`config.mk`:
```
export PLATFORM = sky130hd
export DESIGN_NAME = uart_cmd_ctrl
export DESIGN_NICKNAME = d
export VERILOG_FILES = /design/src/rtl/uart_cmd_ctrl.sv
export SDC_FILE = /design/constraint.sdc
export NUM_CORES = 1
export LEC_CHECK = 0
export ABC_AREA = 1
export BUFFER_PORTS_ARGS = -buffer_cell sky130_fd_sc_hd__buf_2
export CAP_MARGIN = 10
export CORE_UTILIZATION = 35
export CTS_BUF_LIST = sky130_fd_sc_hd__clkbuf_2
export DETAILED_ROUTE_END_ITERATION = 7
export PLACE_DENSITY_LB_ADDON = 0.05
export SETUP_SLACK_MARGIN = 0.3
export SYNTH_ARGS = -nofsm -noshare
export SYNTH_HDL_FRONTEND = slang
export SYNTH_SLANG_ARGS = --single-unit
```
`constraint.sdc`:
```
create_clock -name clk -period 4.1 [get_ports clk]
set_input_delay 0.205 -clock clk [delete_from_list [all_inputs] [get_ports clk]]
set_output_delay 0.205 -clock clk [all_outputs]
set_load 0.03 [all_outputs]
```
`src/rtl/uart_cmd_ctrl.sv`:
```
// UART byte-stream frame parser that issues one SDRAM write/read request per frame.
// Optional trailing XOR checksum byte: define UART_CMD_CHKSUM_EN.
module uart_cmd_ctrl #(
  parameter logic [7:0] HEADER      = 8'h55,
  parameter int         ADDR_BYTES  = 3,
  parameter int         DATA_BYTES  = 2,
  parameter int         TIMEOUT_CYC = 50_000
) (
  input  logic                    clk,
  input  logic                    rst,
  input  logic [7:0]              rx_data,
  input  logic                    po_flag,
  output logic                    wr_req,
  output logic                    rd_req,
  output logic [8*ADDR_BYTES-1:0] cmd_addr,
  output logic [8*DATA_BYTES-1:0] wr_data,
  input  logic                    wr_ack,
  input  logic                    rd_ack,
  output logic                    busy,
  output logic                    err_flag
);

  localparam int MAXB = (ADDR_BYTES > DATA_BYTES) ? ADDR_BYTES : DATA_BYTES;
  localparam int BCW  = (MAXB > 1) ? $clog2(MAXB) : 1;
  localparam int TW   = (TIMEOUT_CYC > 1) ? $clog2(TIMEOUT_CYC) : 1;
  localparam logic [BCW-1:0] ADDR_LAST = BCW'(ADDR_BYTES - 1);
  localparam logic [BCW-1:0] DATA_LAST = BCW'(DATA_BYTES - 1);
  localparam logic [TW-1:0]  TMO_LAST  = TW'(TIMEOUT_CYC - 1);

  typedef enum logic [2:0] {
    IDLE,
    CMD,
    ADDR,
    DATA,
    ISSUE_WR,
`ifdef UART_CMD_CHKSUM_EN
    ISSUE_RD,
    CHK
`else
    ISSUE_RD
`endif
  } state_t;

  state_t         state_reg;
  logic [BCW-1:0] byte_cnt_reg;
  logic [TW-1:0]  tmo_cnt_reg;
  logic           is_wr_reg;
  logic           timed;
`ifdef UART_CMD_CHKSUM_EN
  logic [7:0]     chk_reg;
`endif

  // Inter-byte timeout only runs while a frame is being received.
  always_comb begin
    timed = (state_reg == CMD) || (state_reg == ADDR) || (state_reg == DATA);
`ifdef UART_CMD_CHKSUM_EN
    timed = timed || (state_reg == CHK);
`endif
  end

  assign busy = (state_reg != IDLE);

  always_ff @(posedge clk or negedge rst) begin
    if (!rst) begin
      state_reg    <= IDLE;
      byte_cnt_reg <= '0;
      tmo_cnt_reg  <= '0;
      is_wr_reg    <= 1'b0;
      wr_req       <= 1'b0;
      rd_req       <= 1'b0;
      cmd_addr     <= '0;
      wr_data      <= '0;
      err_flag     <= 1'b0;
`ifdef UART_CMD_CHKSUM_EN
      chk_reg      <= '0;
`endif
    end else begin
      err_flag <= 1'b0;
      if (timed && !po_flag && tmo_cnt_reg == TMO_LAST) begin
        err_flag     <= 1'b1;
        state_reg    <= IDLE;
        byte_cnt_reg <= '0;
        tmo_cnt_reg  <= '0;
      end else begin
        // A po_flag on the terminal count lands here, so the byte wins.
        tmo_cnt_reg <= (timed && !po_flag) ? tmo_cnt_reg + 1'b1 : '0;
        case (state_reg)
          IDLE: if (po_flag && rx_data == HEADER) state_reg <= CMD;
          CMD: if (po_flag) begin
            if (rx_data == 8'h01 || rx_data == 8'h02) begin
              is_wr_reg    <= (rx_data == 8'h01);
              byte_cnt_reg <= '0;
              state_reg    <= ADDR;
`ifdef UART_CMD_CHKSUM_EN
              chk_reg      <= rx_data;
`endif
            end else begin
              err_flag  <= 1'b1;
              state_reg <= IDLE;
            end
          end
          ADDR: if (po_flag) begin
            cmd_addr <= {cmd_addr[8*ADDR_BYTES-9:0], rx_data};
`ifdef UART_CMD_CHKSUM_EN
            chk_reg  <= chk_reg ^ rx_data;
`endif
            if (byte_cnt_reg == ADDR_LAST) begin
              byte_cnt_reg <= '0;
              if (is_wr_reg) begin
                state_reg <= DATA;
              end else begin
`ifdef UART_CMD_CHKSUM_EN
                state_reg <= CHK;
`else
                state_reg <= ISSUE_RD;
                rd_req    <= 1'b1;
`endif
              end
            end else begin
              byte_cnt_reg <= byte_cnt_reg + 1'b1;
            end
          end
          DATA: if (po_flag) begin
            wr_data <= {wr_data[8*DATA_BYTES-9:0], rx_data};
`ifdef UART_CMD_CHKSUM_EN
            chk_reg <= chk_reg ^ rx_data;
`endif
            if (byte_cnt_reg == DATA_LAST) begin
              byte_cnt_reg <= '0;
`ifdef UART_CMD_CHKSUM_EN
              state_reg    <= CHK;
`else
              state_reg    <= ISSUE_WR;
              wr_req       <= 1'b1;
`endif
            end else begin
              byte_cnt_reg <= byte_cnt_reg + 1'b1;
            end
          end
`ifdef UART_CMD_CHKSUM_EN
          CHK: if (po_flag) begin
            if (rx_data != chk_reg) begin
              err_flag  <= 1'b1;
              state_reg <= IDLE;
            end else if (is_wr_reg) begin
              state_reg <= ISSUE_WR;
              wr_req    <= 1'b1;
            end else begin
              state_reg <= ISSUE_RD;
              rd_req    <= 1'b1;
            end
          end
`endif
          // Bytes arriving while a request is outstanding are dropped as overruns.
          ISSUE_WR: begin
            if (po_flag) err_flag <= 1'b1;
            if (wr_ack) begin
              wr_req    <= 1'b0;
              state_reg <= IDLE;
            end
          end
          ISSUE_RD: begin
            if (po_flag) err_flag <= 1'b1;
            if (rd_ack) begin
              rd_req    <= 1'b0;
              state_reg <= IDLE;
            end
          end
          default: state_reg <= IDLE;
        endcase
      end
    end
  end

endmodule
```
==> summary.txt <==
Placement
  – Port bufs: 56
  – Placed insts: 513
  – Detailed placement HPWL: about 5000 um
  – DP Worst Slack: around 2400 ps
  – Global placement routability congestion: roughly 0.82

Synthesis
  – Post-Synthesis Cells: about 360
  – Synth area leader: dfrtp_1
  – Synth cell types: 34
  – #FFs+latches synth: 65
  – Count leader, synth: nand2_1
  – Mapped Avg Cell Area: about 9.0 um2
  – Top cells by area, synth: dfrtp_1 (51%), nand2_1 (8.8%), nor2_1 (6.7%), mux2_4 (6.5%), inv_1 (4.3%)
  – Asr flop ratio synth: 100%
  – Syn Nets: 372
  – Yosys Warn Count: 0
  – Ys flop type: dfrtp_1
  – Post-Syn Area: ~0.0032 mm2
  – Post-synth EDFFs: 0
  – Register area share after synthesis: approximately 51%
  – Post-synth top cells: nand2_1 (75), dfrtp_1 (65), nor2_1 (57)
  – Area share of the largest cell type after synthesis: between 50% and 60%

Die
  – IO Count: between 50 and 60
  – Die Span Y: 97.8 um
  – Initial Utilization: a little over a third
  – Die width: between 90 and 100 um
  – FP Rows: 34
  – Die Area: ~0.0096 mm2
  – Core outline area: approximately 0.009 mm2

Cells and area
  – Max reg flops: 24
  – Net count, final: ~440
  – Area Growth Syn to Fin: 18.2%
  – Ratio of cells with drive above 1 in the final layout: 27.1%
  – Ant. Diodes: 0
  – Final std cells w/o fill: 540
  – Fill count: 900

Timing
  – Pins over their slew limit: 0
  – Layout Skew: ~45 ps
  – Final period utilization: between 40 and 50%
  – Unrepaired setup endpoints after global routing: false
  – Final min period: 1880 ps
  – Hold slack: roughly 110 ps
  – Fmax: between 0.5 and 0.6 GHz
  – Final WS setup: approximately 2200 ps
  – Setup_tns: 0 ps
  – Slew headroom: a little under a third
  – Final Hold Vio Count: 0
  – Worst slew pin tran: between 1000 and 1500 ps
  – Final setup vio count: 0

Route
  – DR vias: about 2.5k
  – Antenna Nets Post-Route: 0
  – Vias per inst: roughly 4.6
  – Iteration-0 DRC Markers: between 90 and 100
  – WL/cell: ~13 um
  – Drt total wl: between 7000 and 8000 um
  – Drt first pass iters: 8
  – DRC Markers: 10

Worst setup path
  – Critical-path cell list: nor2_4 > inv_1 > nor2_1 > inv_1 > buf_2
  – Worst-path fanout max: 10
  – Critical setup path kind: flop to primary output
  – FF-to-FF setup slack: around 2400 ps
  – Buf+Inv Stages, Crit Path: 3
  – Crit path DAT: 1670 ps
  – Required time of the worst setup path: roughly 3900 ps
  – Cell family with most CP delay: flip-flops
  – Most frequent CP cell: inv_1
  – Critical path's largest stage delay: about 580 ps
  – Critical path's slowest cell: dfrtp_1
  – Worst setup EP type: primary output
  – Startpoint Class: flop

Global route
  – GR Overflow Total: 0
  – Largest net degree at the start of global routing: 47
  – Global-route wire length before repair: 12200 um
  – Global Route Usage Sum: roughly 16%
  – Initial antenna violation count: 0
  – Number of global-route vias before repair: around 2.4k

CTS
  – Post-CTS resize count: 0
  – Worst skew pair latency: 520 ps
  – Root buf cell: clkbuf_2
  – # hold bufs at CTS: 8
  – # clock sinks: 65
  – Post-CTS setup repair buffer count: 0
  – H-tree lvl count: 3
  – CTS tree: done
  – Clk slew on worst S/H paths: approximately 200 ps
  – Num CTS Buffers: 9
  – CTS Buffer Depth: 2

Power and ir drop
  – PwrDens: 368 mW/mm2
  – Power Total: 1.40 mW
  – Max VDD drop: approximately 0.00016 V
  – LEAKAGE: just over 2 nW

Hold path
  – Hold Crit Class: input port to flop

Job
  – Max Cap Viol: 0

Outcome
  – Failing checks: design-rule violations
  – Outcome: finished with violations
==> metrics by stage <==
stage / cell area, um2 / utilization (%)
floorplan: 3210 / -
global placement: 3570 / 40.5
detailed placement: 3570 / 40.5
CTS: 3770 / 42.8
global route: 3800 / 43.2
finish: 3800 / 43.2
==> per-layer routing <==
layer,global-route usage (%),share of wire [%]
met3,4.80,4.2
met2,25.5,47
met5,0,0
met4,4.90,1.2
met1,20.9,48
==> cells in the final DEF, fill, tap and decap left out, types with 2 or more instances in the layout <==
master	count
nor3_2	2
inv_2	3
mux2_4	14
inv_1	37
nand3_2	3
inv_6	2
a21oi_1	6
dfrtp_1	65
nand2_1	75
nor3_1	3
nor2_1	57
buf_2	56
nand4_1	7
nor2_4	3
nand3_1	17
xnor2_1	4
o21ai_0	24
xor2_1	3
mux2_2	8
clkbuf_2	9
nand2_2	5
nand2_4	2
dlygate4sd3_1	11
clkinv_4	2
==> cell type report <==
cell class | instances | area [um2] | area share, %
clock buffers | 9 | 45.0 | 1.19
repair buffers | 68 | 398 | 10.5
inverters | 41 | 156 | 4.12
clock inverters | 7 | 77.6 | 2.04
well taps | 108 | 135 | 3.56
multi-input cells | 242 | 1360 | 35.8
flip-flops and latches | 65 | 1630 | 42.8
==> report_power, final <==
part	internal [mW]	leakage [nW]	switching, mW
clock	0.146	0.0729	0.262
sequential	0.674	0.899	0.0351
combinational	0.0849	1.08	0.197
==> worst register-to-register path, cell delays in order (launching register included) <==
cell and delay (ps):
dfrtp_1 660, nor2_4 80, nand2_2 80, inv_2 60
nand2_4 310, mux2_2 400
==> final timing paths <==
kind / depth (start not counted) / end / startpoint
worst min register to register: 2 / cmd_addr[23]$_DFFE_PN0P_ / cmd_addr[23]$_DFFE_PN0P_
min in group asynchronous: 2 / cmd_addr[22]$_DFFE_PN0P_ / rst
worst max register to register: 5 / cmd_addr[10]$_DFFE_PN0P_ / state_reg[2]$_DFFE_PN0P_
worst min-delay path: 5 / rd_req$_DFFE_PN0P_ / rd_ack
max in group asynchronous: 3 / wr_data[3]$_DFFE_PN0P_ / rst
worst max-delay path: 5 / busy / state_reg[2]$_DFFE_PN0P_
==> logic make-up after synthesis <==
kind of cell               share of synthesized area (%)
and+or+nand+nor                                     25.0
DFF                                                 50.6
buffers and inverters                               7.05
AOI/OAI and AO/OA                                   5.72
muxes                                               9.34
xor gates and xnor gates                            1.91
adders and majority gates                          0.389
Note: power is estimated with default switching activity, not from simulation.
